`src/rtl/trng_postproc.sv`:
```
// trng_postproc: 2-flop sync and XOR-fold of the 16-lane sampler vector, repetition-count health test,
// optional von Neumann debiasing (compiled in with TRNG_VN_EN), 32-bit LSB-first packer with valid/ready.
module trng_postproc #(
    parameter int REP_LIMIT = 16
) (
    input  logic        clk,
    input  logic        rst,
    input  logic        en,
    input  logic [15:0] raw,
    output logic [31:0] out_data,
    output logic        out_valid,
    input  logic        out_ready,
    output logic        health_fail
);
    localparam logic [7:0] RUN_LIM = 8'(REP_LIMIT);

    logic [15:0] sync1, sync2;
    logic        fbit, fvalid;

    always_ff @(posedge clk or posedge rst) begin
        if (rst) begin
            sync1  <= '0;
            sync2  <= '0;
            fbit   <= 1'b0;
            fvalid <= 1'b0;
        end else begin
            sync1  <= raw;
            sync2  <= sync1;
            fbit   <= ^sync2;
            fvalid <= en;
        end
    end

    // Repetition-count health test on the folded stream
    logic [7:0] run_cnt;
    logic       last_bit;
    logic       trip, fail_now;

    assign trip     = (run_cnt == RUN_LIM);
    assign fail_now = health_fail | trip;

    always_ff @(posedge clk or posedge rst) begin
        if (rst) begin
            run_cnt     <= 8'd0;
            last_bit    <= 1'b0;
            health_fail <= 1'b0;
        end else begin
            if (trip)
                health_fail <= 1'b1;
            if (!fvalid) begin
                run_cnt <= 8'd0;
            end else begin
                last_bit <= fbit;
                if (run_cnt == 8'd0 || fbit != last_bit)
                    run_cnt <= 8'd1;
                else if (run_cnt != 8'hFF)
                    run_cnt <= run_cnt + 8'd1;
            end
        end
    end

    logic dbit, dvalid;

`ifdef TRNG_VN_EN
    logic phase, first_bit;

    // Non-overlapping pairs; (0,1)->0, (1,0)->1, equal pairs are dropped
    always_ff @(posedge clk or posedge rst) begin
        if (rst) begin
            phase     <= 1'b0;
            first_bit <= 1'b0;
            dbit      <= 1'b0;
            dvalid    <= 1'b0;
        end else if (!fvalid) begin
            phase  <= 1'b0;
            dvalid <= 1'b0;
        end else if (!phase) begin
            phase     <= 1'b1;
            first_bit <= fbit;
            dvalid    <= 1'b0;
        end else begin
            phase  <= 1'b0;
            dvalid <= first_bit ^ fbit;
            dbit   <= first_bit;
        end
    end
`else
    assign dbit   = fbit;
    assign dvalid = fvalid;
`endif

    // Packer and holding register
    logic [31:0] pack;
    logic [5:0]  count;
    logic [31:0] hold;
    logic        hold_valid;
    logic        full, drain, load;

    assign out_valid = hold_valid & ~health_fail;
    assign out_data  = hold;
    assign drain     = out_valid & out_ready;
    assign full      = (count == 6'd32);
    assign load      = full & (~hold_valid | drain) & ~fail_now;

    always_ff @(posedge clk or posedge rst) begin
        if (rst) begin
            pack       <= '0;
            count      <= 6'd0;
            hold       <= '0;
            hold_valid <= 1'b0;
        end else if (fail_now) begin
            hold       <= '0;
            hold_valid <= 1'b0;
        end else begin
            if (load) begin
                hold       <= pack;
                hold_valid <= 1'b1;
            end else if (drain) begin
                hold_valid <= 1'b0;
            end
            // A bit arriving in the load cycle becomes bit 0 of the next word
            if (load) begin
                pack  <= {31'd0, dbit & dvalid};
                count <= dvalid ? 6'd1 : 6'd0;
            end else if (dvalid && !full) begin
                pack[count[4:0]] <= dbit;
                count            <= count + 6'd1;
            end
        end
    end
endmodule

```
`config.mk`:
```
export PLATFORM = sky130hd
export DESIGN_NAME = trng_postproc
export DESIGN_NICKNAME = d
export VERILOG_FILES = /design/src/rtl/trng_postproc.sv
export SDC_FILE = /design/constraint.sdc
export NUM_CORES = 1
export LEC_CHECK = 0
export BUFFER_PORTS_ARGS = -buffer_cell sky130_fd_sc_hd__buf_2
export CAP_MARGIN = 20
export CORE_MARGIN = 5
export CORE_UTILIZATION = 58
export DETAILED_ROUTE_END_ITERATION = 6
export PLACE_DENSITY = 0.82
export SYNTH_ARGS = -nofsm -noshare
export SYNTH_HDL_FRONTEND = slang
export SYNTH_SLANG_ARGS = --single-unit
```
`constraint.sdc`:
```
create_clock -name clk -period 4.3 [get_ports clk]
set_clock_uncertainty 0.05 [all_clocks]
set_input_delay 0.43 -clock clk [delete_from_list [all_inputs] [get_ports clk]]
set_output_delay 0.43 -clock clk [all_outputs]
set_load 0.01 [all_outputs]
```
# == Word level (Yosys, flattened, before mapping) ==
# Index checks and enable logic that the tools add are counted.
# op_classes
n_reduce_logical,10
bitwise_logic,10
n_mux,16
order_cmp,2
n_addsub,2
eq_ne,5
# op_table
operator,count
2-to-1 mux 32 bit,4
bitwise mux 32 bit,1
2-to-1 mux 8 bit,3
XOR reduction 16 bit,1
2-to-1 mux 6 bit,2
"adder 8 x 1 -> 8 bit, second input constant",1
"equality test 8 x 5 -> 1 bit, second input constant",1
logical NOT 8 bit,1
"!= test 8 bit, second input constant",1
"adder 6 x 1 -> 6 bit, second input constant",1
"equality test 6 bit, second input constant",1
"< comparator 5 x 6 -> 1 bit, second input constant",1
bitwise AND 1 bit,5
demux 1 bit (select 5 bit),1
">= comparator 5 x 1 -> 1 bit, second input constant",1
2-to-1 mux 1 bit,5
nonzero test 2 bit,2
"!= test 3 x 1 -> 1 bit, second input constant",1
NOT 1 bit,3
nonzero test 3 bit,1
logical AND 1 bit,2
OR 1 bit,2
AND reduction 2 bit,1
logical NOT 1 bit,1
other kinds (2),2
# totals
elab_cells,56
register_bits,115
in_bits,20
out_inout_bits,34

# == Logic depth before layout (Yosys ltp) ==
# Gate-level depths: netlist (run 1).
# depth
ltp_word,8
depth_mapped,8

# == Worst setup path before layout (run 1) ==
# Ideal clock, no wire load.
# synth_timing
path_kind,reg-to-reg
startpoint,reg count[0]
endpoint,reg pack[23]
slack_ps,2359
required_time_ps,4124
path_buffers,1
path_stages_with_launch,8
t_arrival_ps,1765
setup_time_ps,126
synth_period_minus_slack_ps,1941
cell_sequence,dfrtp_1 -> inv_1 -> ha_1 -> nor4b_4 -> and2_1 -> buf_2 -> o211ai_2 -> a221o_1
# synth_via
elab_chain_len,7
word_cells_on_any_way,15
classes_between,2 x order compare; 1 x eq/ne; 5 x mux; 2 x bitwise; 5 x reduce/logical
# synth_lines
item,line_no,text
start: declaration,94,logic [5:0] count;
start signal: assignment,124,count <= dvalid ? 6'd1 : 6'd0;
start signal: assignment,127,count <= count + 6'd1;
< comparator 5 x 6 -> 1 bit (not written as such) or >= comparator 5 x 1 -> 1 bit (tied branches),126,pack[count[4:0]] <= dbit;
logical AND 1 bit (not written as such),126,
2-to-1 mux 1 bit (not written as such),126,
demux 1 bit (select 5 bit),126,
bitwise mux 32 bit,126,
2-to-1 mux 32 bit,125,end else if (dvalid && !full) begin
2-to-1 mux 32 bit,122,if (load) begin
end signal: assignment,123,"pack <= {31'd0, dbit & dvalid};"
end signal: indexed assignment,126,
end: declaration,93,logic [31:0] pack;
# Parallel ways exist; a longest one is shown, timed or not. The select of a mux whose other input is x is not followed.
# A chain may end at the register's enable or synchronous reset.

# == Final worst setup path (run 1) ==
# layout_timing
startpoint,reg count[1]
endpoint,reg hold[26] (netlist: out_data[26])
# layout_via
elab_chain_len,4
# layout_lines
item,line_no,text
equality test 6 bit,102,assign full = (count == 6'd32);
bitwise AND 1 bit (2 in a row),103,assign load = full & (~hold_valid | drain) & ~fail_now;
nonzero test 2 bit (no source line),--,
end signal: assignment,116,hold <= pack;
end: declaration,95,logic [31:0] hold;
# No other way between the ends.

==> impl_metrics.json, run 1 <==
{
  "io_pins": 54,
  "cts_tree": "built",
  "gp_congestion": 0.886,
  "netlist.area_leader.share": 0.592,
  "hold_violations": 0,
  "dr.pass1.iters": 5,
  "syn_inst": 455,
  "clock_sinks": 115,
  "crit_arrival_ps": 3180,
  "grt_use_total": 0.220,
  "layout_commonest_cell": "dfrtp_1",
  "portBuffers": 53,
  "postRouteAntennaNets": 0,
  "layout.nets": 553,
  "r2r_end": "out_data[26]",
  "end_kind": "flop",
  "synth_nets": 481,
  "finalSetupViolations": 0,
  "p_seq_frac": 0.426,
  "maxClockFrequency_mhz": 358,
  "r2r_cells": 7,
  "hold_class": "primary input to flop",
  "clk_path_buf_depth": 2,
  "cts_hold_buffers": 17,
  "ys_ff_latch": 115,
  "rows": 33,
  "path_clk_slew_ps": 60,
  "grt_pass1_wl_um": 17500,
  "met2_length_um": 5310,
  "wirelength_um": 10400,
  "timing.final.crit_period_ps": 2790,
  "holdCritStartpoint": "out_ready",
  "routed.top_layer": "met4",
  "synth-seq-area-share": 0.592,
  "root_buffer": "clkbuf_8",
  "crit_fanout": 41,
  "fin_crit_sh": 0.649,
  "r2r-start": "count[1]",
  "h-tree-depth": 4,
  "wl_met3_um": 747,
  "avgSynthCellArea_um2": 10.7,
  "grt_max_degree": 87,
  "fillCellCount": 552,
  "overflow": 0,
  "post_cts_buffers": 0,
  "power_frac_clock": 0.366,
  "power.total_uw": 3740,
  "slew_headroom": 0.325,
  "min_path_cells": 4,
  "via_count": 3672,
  "status": "finished clean",
  "drt-wirelength-per-cell_um": 16.2,
  "report.final.slew_viol_count": 0,
  "cap_violations": 0,
  "mostFrequentLayoutCells": "dfrtp_1, nand2_1, buf_2",
  "cellPowerDensity_mw_per_mm2": 626,
  "hold_end": "hold_valid",
  "place_inst": 594,
  "core-area_mm2": 0.00818,
  "switching_share": 0.307,
  "p_int_uw": 2590,
  "postCtsResizedCells": 0,
  "start_util": 0.594,
  "ys_warn_count": 0,
  "die_y_um": 102,
  "yosys-top-cells-area": "dfrtp_1, nand2_1, a21oi_1",
  "cp-start-kind": "flop",
  "power_switching_uw": 1150,
  "comb_power_share": 0.208,
  "p_leak_uw": 0.00264,
  "cts_buffers": 17,
  "placed_area_mm2": 0.00517,
  "design_area_mm2": 0.00597,
  "m1WireLength_um": 4190,
  "die_area_mm2": 0.0103,
  "rsz0062_at_grt": "false",
  "grt_pass1_vias": 3722,
  "setup_tns_ps": 0,
  "async_flop_share": 1.00,
  "drive_gt1_frac": 0.191,
  "crit_type": "flop to flop",
  "die_x_um": 102,
  "rrSetupSlack_ps": 1510,
  "peakVddDrop_mv": 0.356,
  "synth_ff_type": "dfrtp_1",
  "synth_edf_count": 0,
  "final_core_util": 0.730,
  "viasPerCell": 5.69,
  "worst_pin_slew_ps": 1010,
  "cp.required_ps": 4680,
  "area_growth_pct": 22.9,
  "grt_antenna_before_repair": 0,
  "antenna_cells": 0,
  "drc": 0,
  "syn_area_mm2": 0.00486,
  "drt_iter0_drc": 233,
  "hpwl_um": 6420,
  "ys_types": 49,
  "stdcell_count": 645,
  "clk_latency_ps": 510,
  "synth.largest_area_cell": "dfrtp_1"
}
[per-stage QoR]
stage | setup slack, ps | hold WS [ps]
after floorplan | 776 | 281
after global placement | 1710 | 283
after detailed placement | 1540 | 285
after CTS | 1520 | 153
after global routing | 1210 | 217
final | 1510 | 215
[cell families after synthesis]
kind of cell    synth area share
simple gates               0.149
compound gates             0.169
flops                      0.592
buf+inv                   0.0335
xor+xnor                  0.0379
fa+ha+maj                 0.0155
mux                      0.00206
[worst max-delay path by stage]
stage,to,depth (start not counted),start
after CTS,out_data[26],7,count[1]
final,out_data[26],7,count[1]
after floorplan,count[0],1,rst
after detailed placement,out_data[26],7,count[1]
after global placement,count[5],6,count[0]
after global routing,out_data[26],7,count[1]
[cell type report]
class                   count  area, um2  share of cell area
well taps                 105        131              0.0220
clock buffers              19        442              0.0740
multi-input cells         306       1820               0.304
flip-flops and latches    115       2880               0.482
inverters                   9       36.3             0.00608
repair buffers             78        518              0.0868
clock inverters            13        148              0.0247
[routing by layer]
layer  track usage  vias up
li1              -     1747
met1         0.271     1757
met2         0.357      147
met3        0.0806       21
met4        0.0808        0
met5             0        -
[state kept, by name, indices dropped and copies added (netlist names), 6 cells and up]
signal    count
sync2        16
sync1        16
out_data     32
pack         32
count         6
run_cnt       8
[Yosys cell counts, drive strengths merged (5+ instances only)]
| cell type | number |
|---|---|
| nor2 | 34 |
| o2bb2ai | 21 |
| xnor2 | 17 |
| and3 | 6 |
| ha | 6 |
| a21oi | 40 |
| nor3 | 5 |
| clkbuf | 12 |
| nand2 | 76 |
| o21ai | 32 |
| inv | 9 |
| o211ai | 10 |
| buf | 13 |
| dfrtp | 115 |
| nand3 | 10 |
[power groups by stage]
stage               clock (uW)  combinational [uW]  sequential, uW
floorplan                    0                 537            1560
global placement             0                 729            1580
detailed placement           0                 762            1600
CTS                       1380                 781            1590
global route              1440                 860            1630
finish                    1370                 778            1590
[worst max-delay path, cell delays in order (launching register included)]
cell     delay, ps
dfrtp_1        430
inv_1          150
ha_1           230
nor4b_4        400
o211a_1        900
buf_4          330
nand2_1         80
a21oi_1        140
(Power assumes the default switching activity.)
==> inputs of run 2 (changes only) <==
==> constraint.sdc (replaced) <==
create_clock -name clk -period 2.7 [get_ports clk]
set_clock_uncertainty 0.05 [all_clocks]
set_input_delay 0.27 -clock clk [delete_from_list [all_inputs] [get_ports clk]]
set_output_delay 0.27 -clock clk [all_outputs]
set_load 0.01 [all_outputs]
==> run 2 against run 1 <==
Hold slack worse by 160 ps. Core utilization down 0.21 points. Total power up 57%. Non-clock buffer count up 2. Worst setup slack worse by 1200 ps. Via count down 0.38%. Largest power group unchanged. Cell count up 0.31%. Clock power up 49%.
==> impl_metrics.json, run 2 (synthesis gave the netlist of run 1 again) <==
{
  "hpwl_um": 6640,
  "wirelength_um": 10900,
  "timing.final.crit_period_ps": 2370,
  "core-area_mm2": 0.00818,
  "placed_area_mm2": 0.00522,
  "cp-start-kind": "flop",
  "setup_tns_ps": 0,
  "grt_max_degree": 116,
  "layout.nets": 555,
  "grt_pass1_vias": 3713,
  "power.total_uw": 5860,
  "r2r_end": "pack[3]",
  "grt_antenna_before_repair": 0,
  "r2r_cells": 7,
  "clk_path_buf_depth": 2,
  "design_area_mm2": 0.00595,
  "final_core_util": 0.728,
  "mostFrequentLayoutCells": "dfrtp_1, nand2_1, buf_2",
  "rsz0062_at_grt": "false",
  "cap_violations": 0,
  "portBuffers": 53,
  "area_growth_pct": 22.5,
  "die_x_um": 102,
  "drt-wirelength-per-cell_um": 16.8,
  "grt_pass1_wl_um": 18200,
  "cts_tree": "built",
  "clk_latency_ps": 510,
  "antenna_cells": 0,
  "crit_arrival_ps": 2690,
  "viasPerCell": 5.65,
  "crit_fanout": 24,
  "layout_commonest_cell": "dfrtp_1",
  "drc": 0,
  "fillCellCount": 586,
  "die_y_um": 102,
  "drive_gt1_frac": 0.194,
  "worst_pin_slew_ps": 623,
  "die_area_mm2": 0.0103,
  "holdCritStartpoint": "out_ready",
  "rrSetupSlack_ps": 330,
  "end_kind": "flop",
  "via_count": 3658,
  "hold_class": "primary input to flop",
  "cellPowerDensity_mw_per_mm2": 984,
  "postRouteAntennaNets": 0,
  "dr.pass1.iters": 5,
  "drt_iter0_drc": 286,
  "r2r-start": "count[0]",
  "finalSetupViolations": 0,
  "crit_path_end": "pack[3]",
  "crit_type": "flop to flop",
  "peakVddDrop_mv": 0.630,
  "grt_use_total": 0.232,
  "hold_violations": 0,
  "slew_headroom": 0.584,
  "critPathLaunch": "count[0]",
  "cts_buffers": 17,
  "maxClockFrequency_mhz": 421,
  "path_clk_slew_ps": 60,
  "postCtsResizedCells": 0,
  "gp_congestion": 0.894,
  "rows": 33,
  "p_leak_uw": 0.00263,
  "clock_sinks": 115,
  "io_pins": 54,
  "status": "finished clean",
  "cp.required_ps": 3020,
  "start_util": 0.594,
  "h-tree-depth": 4,
  "root_buffer": "clkbuf_8",
  "overflow": 0,
  "report.final.slew_viol_count": 0,
  "fin_crit_sh": 0.879
}
## run 2: changes by cell type in the layout (fill, tap and decap cells not counted), sizes merged
cell / change
buf: +2
bufinv: -1
clkbuf: -2
clkinv: +6
clkinvlp: +1
inv: -4
## run 2: metal layers
metal  vias up  global-route usage  wire (um)
met4         0               0.111        287
met5         -                   0          0
met3        29              0.0723        665
met1      1778               0.279       4270
met2       116               0.382       5640
li1       1735                   -          -
## run 2: critical path: stages (launching register included)
cell and delay, ps:
dfrtp_1 450, inv_1 120, ha_1 210, nor4b_4 400
o211ai_2 380, buf_4 330, o211ai_1 130, o211ai_1 140
## run 2: final cells by class
class                   count  area [um2]  share of cell area
repair buffers             80         538              0.0904
flip-flops and latches    115        2880               0.483
inverters                   9        37.5             0.00631
well taps                 105         131              0.0221
clock buffers              17         414              0.0696
multi-input cells         306        1820               0.305
clock inverters            15         136              0.0229
## run 2: what timing repair did
action	CTS	global route
setup buffers	0	0
setup endpoints to repair	0	0
hold endpoints to repair	132	0
hold buffers	18	0
## run 2: how the worst min path moves through the flow
| stage | to | cells past startpoint | slack, ps |
|---|---|---|---|
| 2_1_floorplan | dvalid | 0 | 250 |
| 3_3_place_gp | sync2[10] | 0 | 280 |
| 3_5_place_dp | sync2[2] | 0 | 280 |
| 4_1_cts | hold_valid | 4 | 30 |
| 5_1_grt | hold_valid | 4 | 100 |
| 6_report | hold_valid | 4 | 60 |
## run 2: power breakdown
part / switching (uW) / leakage [uW] / internal (uW)
sequential: 321 / 0.00142 / 2170
combinational: 732 / 0.000953 / 603
clock: 813 / 0.000260 / 1220
## run 2: metrics by stage
step	hold slack (ps)	cells	worst slack, ps
2_1_floorplan	251	455	759
3_3_place_gp	281	597	531
3_5_place_dp	285	597	379
4_1_cts	32.3	647	332
5_1_grt	101	647	155
6_report	55.9	647	326
==> inputs of run 3 (changes only) <==
--- a/config.mk
+++ b/config.mk
@@ -7,6 +7,7 @@
 export LEC_CHECK = 0
 export BUFFER_PORTS_ARGS = -buffer_cell sky130_fd_sc_hd__buf_2
 export CAP_MARGIN = 20
+export CORE_ASPECT_RATIO = 0.7
 export CORE_MARGIN = 5
 export CORE_UTILIZATION = 58
 export DETAILED_ROUTE_END_ITERATION = 6
==> run 3 against run 2 <==
Maximum frequency increased by 2.6%. Flip-flop and latch count unchanged. Critical endpoint is now count[5]. Routed wire length rose by 11%. Worst setup slack improved by 61 ps. Global-route usage increased by 1.9 points. Combinational power hardly changed.
==> impl_metrics.json, run 3 (synthesis gave the netlist of run 1 again) <==
{
  "crit_path_max_incr_delay_ps": 450,
  "postRouteAntennaNets": 0,
  "overflow": 0,
  "rows": 27,
  "grt_max_degree": 50,
  "antenna_cells": 0,
  "start_util": 0.607,
  "wirelength_um": 12100,
  "hold_ws_ps": 176,
  "power_frac_clock": 0.360,
  "area_growth_pct": 23.5,
  "hpwl_um": 7390,
  "io_pins": 54,
  "clk_latency_ps": 410,
  "cp_slowest_cell": "dfrtp_1",
  "cp.required_ps": 2940,
  "p_leak_uw": 0.00266,
  "slew_headroom": 0.494,
  "routed.top_layer": "met4",
  "fillCellCount": 513,
  "grt_pass1_vias": 3930,
  "cap_violations": 0,
  "p_int_uw": 4160,
  "dr.pass1.iters": 6,
  "mostFrequentLayoutCells": "dfrtp_1, nand2_1, buf_2",
  "viasPerCell": 6.04,
  "cellPowerDensity_mw_per_mm2": 1010,
  "cp_cell_sequence": "inv_1, ha_1, nor4b_4, o211a_1, buf_4, o21ai_0, a22o_1",
  "timing.final.crit_period_ps": 2310,
  "maxClockFrequency_mhz": 432,
  "crit_fanout": 31,
  "path_clk_slew_ps": 60,
  "clk_path_buf_depth": 2,
  "grt_pass1_wl_um": 20200,
  "status": "finished clean",
  "die_y_um": 86.6,
  "cp-start-kind": "flop",
  "root_buffer": "clkbuf_16",
  "die_x_um": 119,
  "worst_pin_slew_ps": 758,
  "m1WireLength_um": 5080,
  "crit_arrival_ps": 2560,
  "via_count": 3917,
  "power_switching_uw": 1900,
  "cts_tree": "built",
  "hold_class": "primary input to flop",
  "finalSetupViolations": 0,
  "report.final.slew_viol_count": 0,
  "drive_gt1_frac": 0.196,
  "h-tree-depth": 4,
  "peakVddDrop_mv": 0.635,
  "met2_length_um": 5700,
  "drt-wirelength-per-cell_um": 18.6,
  "p_seq_frac": 0.414,
  "gp_congestion": 0.907,
  "end_kind": "flop",
  "grt_use_total": 0.252,
  "drc": 0,
  "rsz0062_at_grt": "false",
  "wl_met3_um": 967,
  "switching_share": 0.314,
  "portBuffers": 53,
  "die_area_mm2": 0.0103,
  "hold_violations": 0,
  "crit_type": "flop to flop",
  "layout.nets": 560,
  "drt_iter0_drc": 527,
  "setup_tns_ps": 0,
  "layout_commonest_cell": "dfrtp_1",
  "fin_crit_sh": 0.857,
  "grt_antenna_before_repair": 0,
  "comb_power_share": 0.225,
  "clock_sinks": 115,
  "core-area_mm2": 0.00801,
  "power.total_uw": 6060,
  "cts_buffers": 17
}
[run 3: changes by cell type in the layout (fill, tap and decap cells not counted), sizes merged]
cell | before | now
inv | 10 | 11
bufinv | 1 | 2
clkbuf | 17 | 21
buf | 62 | 67
clkinv | 8 | 3
clkinvlp | 5 | 4
[run 3: final cells by class]
| cell class | count | area (um2) | share of cell area |
|---|---|---|---|
| flip-flops and latches | 115 | 2880 | 0.480 |
| multi-input cells | 306 | 1820 | 0.303 |
| repair buffers | 85 | 563 | 0.0938 |
| clock buffers | 21 | 450 | 0.0751 |
| clock inverters | 11 | 128 | 0.0213 |
| well taps | 101 | 126 | 0.0211 |
| inverters | 9 | 37.5 | 0.00626 |
[run 3: power groups by stage]
| stage | clock network (uW) | logic [uW] | registers (uW) |
|---|---|---|---|
| final | 2190 | 1370 | 2510 |
| after CTS | 2210 | 1360 | 2500 |
| after global placement | 0 | 1250 | 2490 |
| after detailed placement | 0 | 1310 | 2510 |
| after global routing | 2310 | 1510 | 2560 |
| after floorplan | 0 | 856 | 2490 |
[run 3: critical path: cells and delay by family, from the launching register on]
family | cells | cell delay [ps]
flops | 1 | 450
fa+ha+maj | 1 | 230
compound gates | 3 | 660
simple gates | 1 | 390
buf+inv | 2 | 420
[run 3: per-layer routing]
layer  GRT usage  vias up
met2       0.389      199
met5           0        -
li1            -     1755
met3      0.0672       38
met1       0.336     1925
met4       0.121        0
[run 3: worst paths after layout]
kind | start | to | slack, ps | depth (start not counted)
worst max register to register | count[0] | count[5] | 390 | 7
worst min register to register | sync1[13] | sync2[13] | 300 | 0
max in group asynchronous | rst | out_data[16] | 1300 | 4
worst min-delay path | out_ready | hold_valid | 180 | 4
min in group asynchronous | rst | sync2[10] | 490 | 3
worst max-delay path | count[0] | count[5] | 390 | 7
[run 3: what timing repair did]
item	in CTS	in global routing
setup endpoints to repair	0	0
gates resized for setup	0	0
hold endpoints to repair	49	0
buffers inserted	0	0
hold buffers	18	0
[run 3: per-stage QoR]
stage / setup slack, ps / utilization / instance area (um2) / cells
final: 387 / 0.749 / 6000 / 648
after global routing: 246 / 0.749 / 6000 / 648
after CTS: 390 / 0.749 / 6000 / 648
after detailed placement: 450 / 0.655 / 5240 / 598
after global placement: 584 / 0.655 / 5240 / 598
after floorplan: 759 / - / 4860 / 455
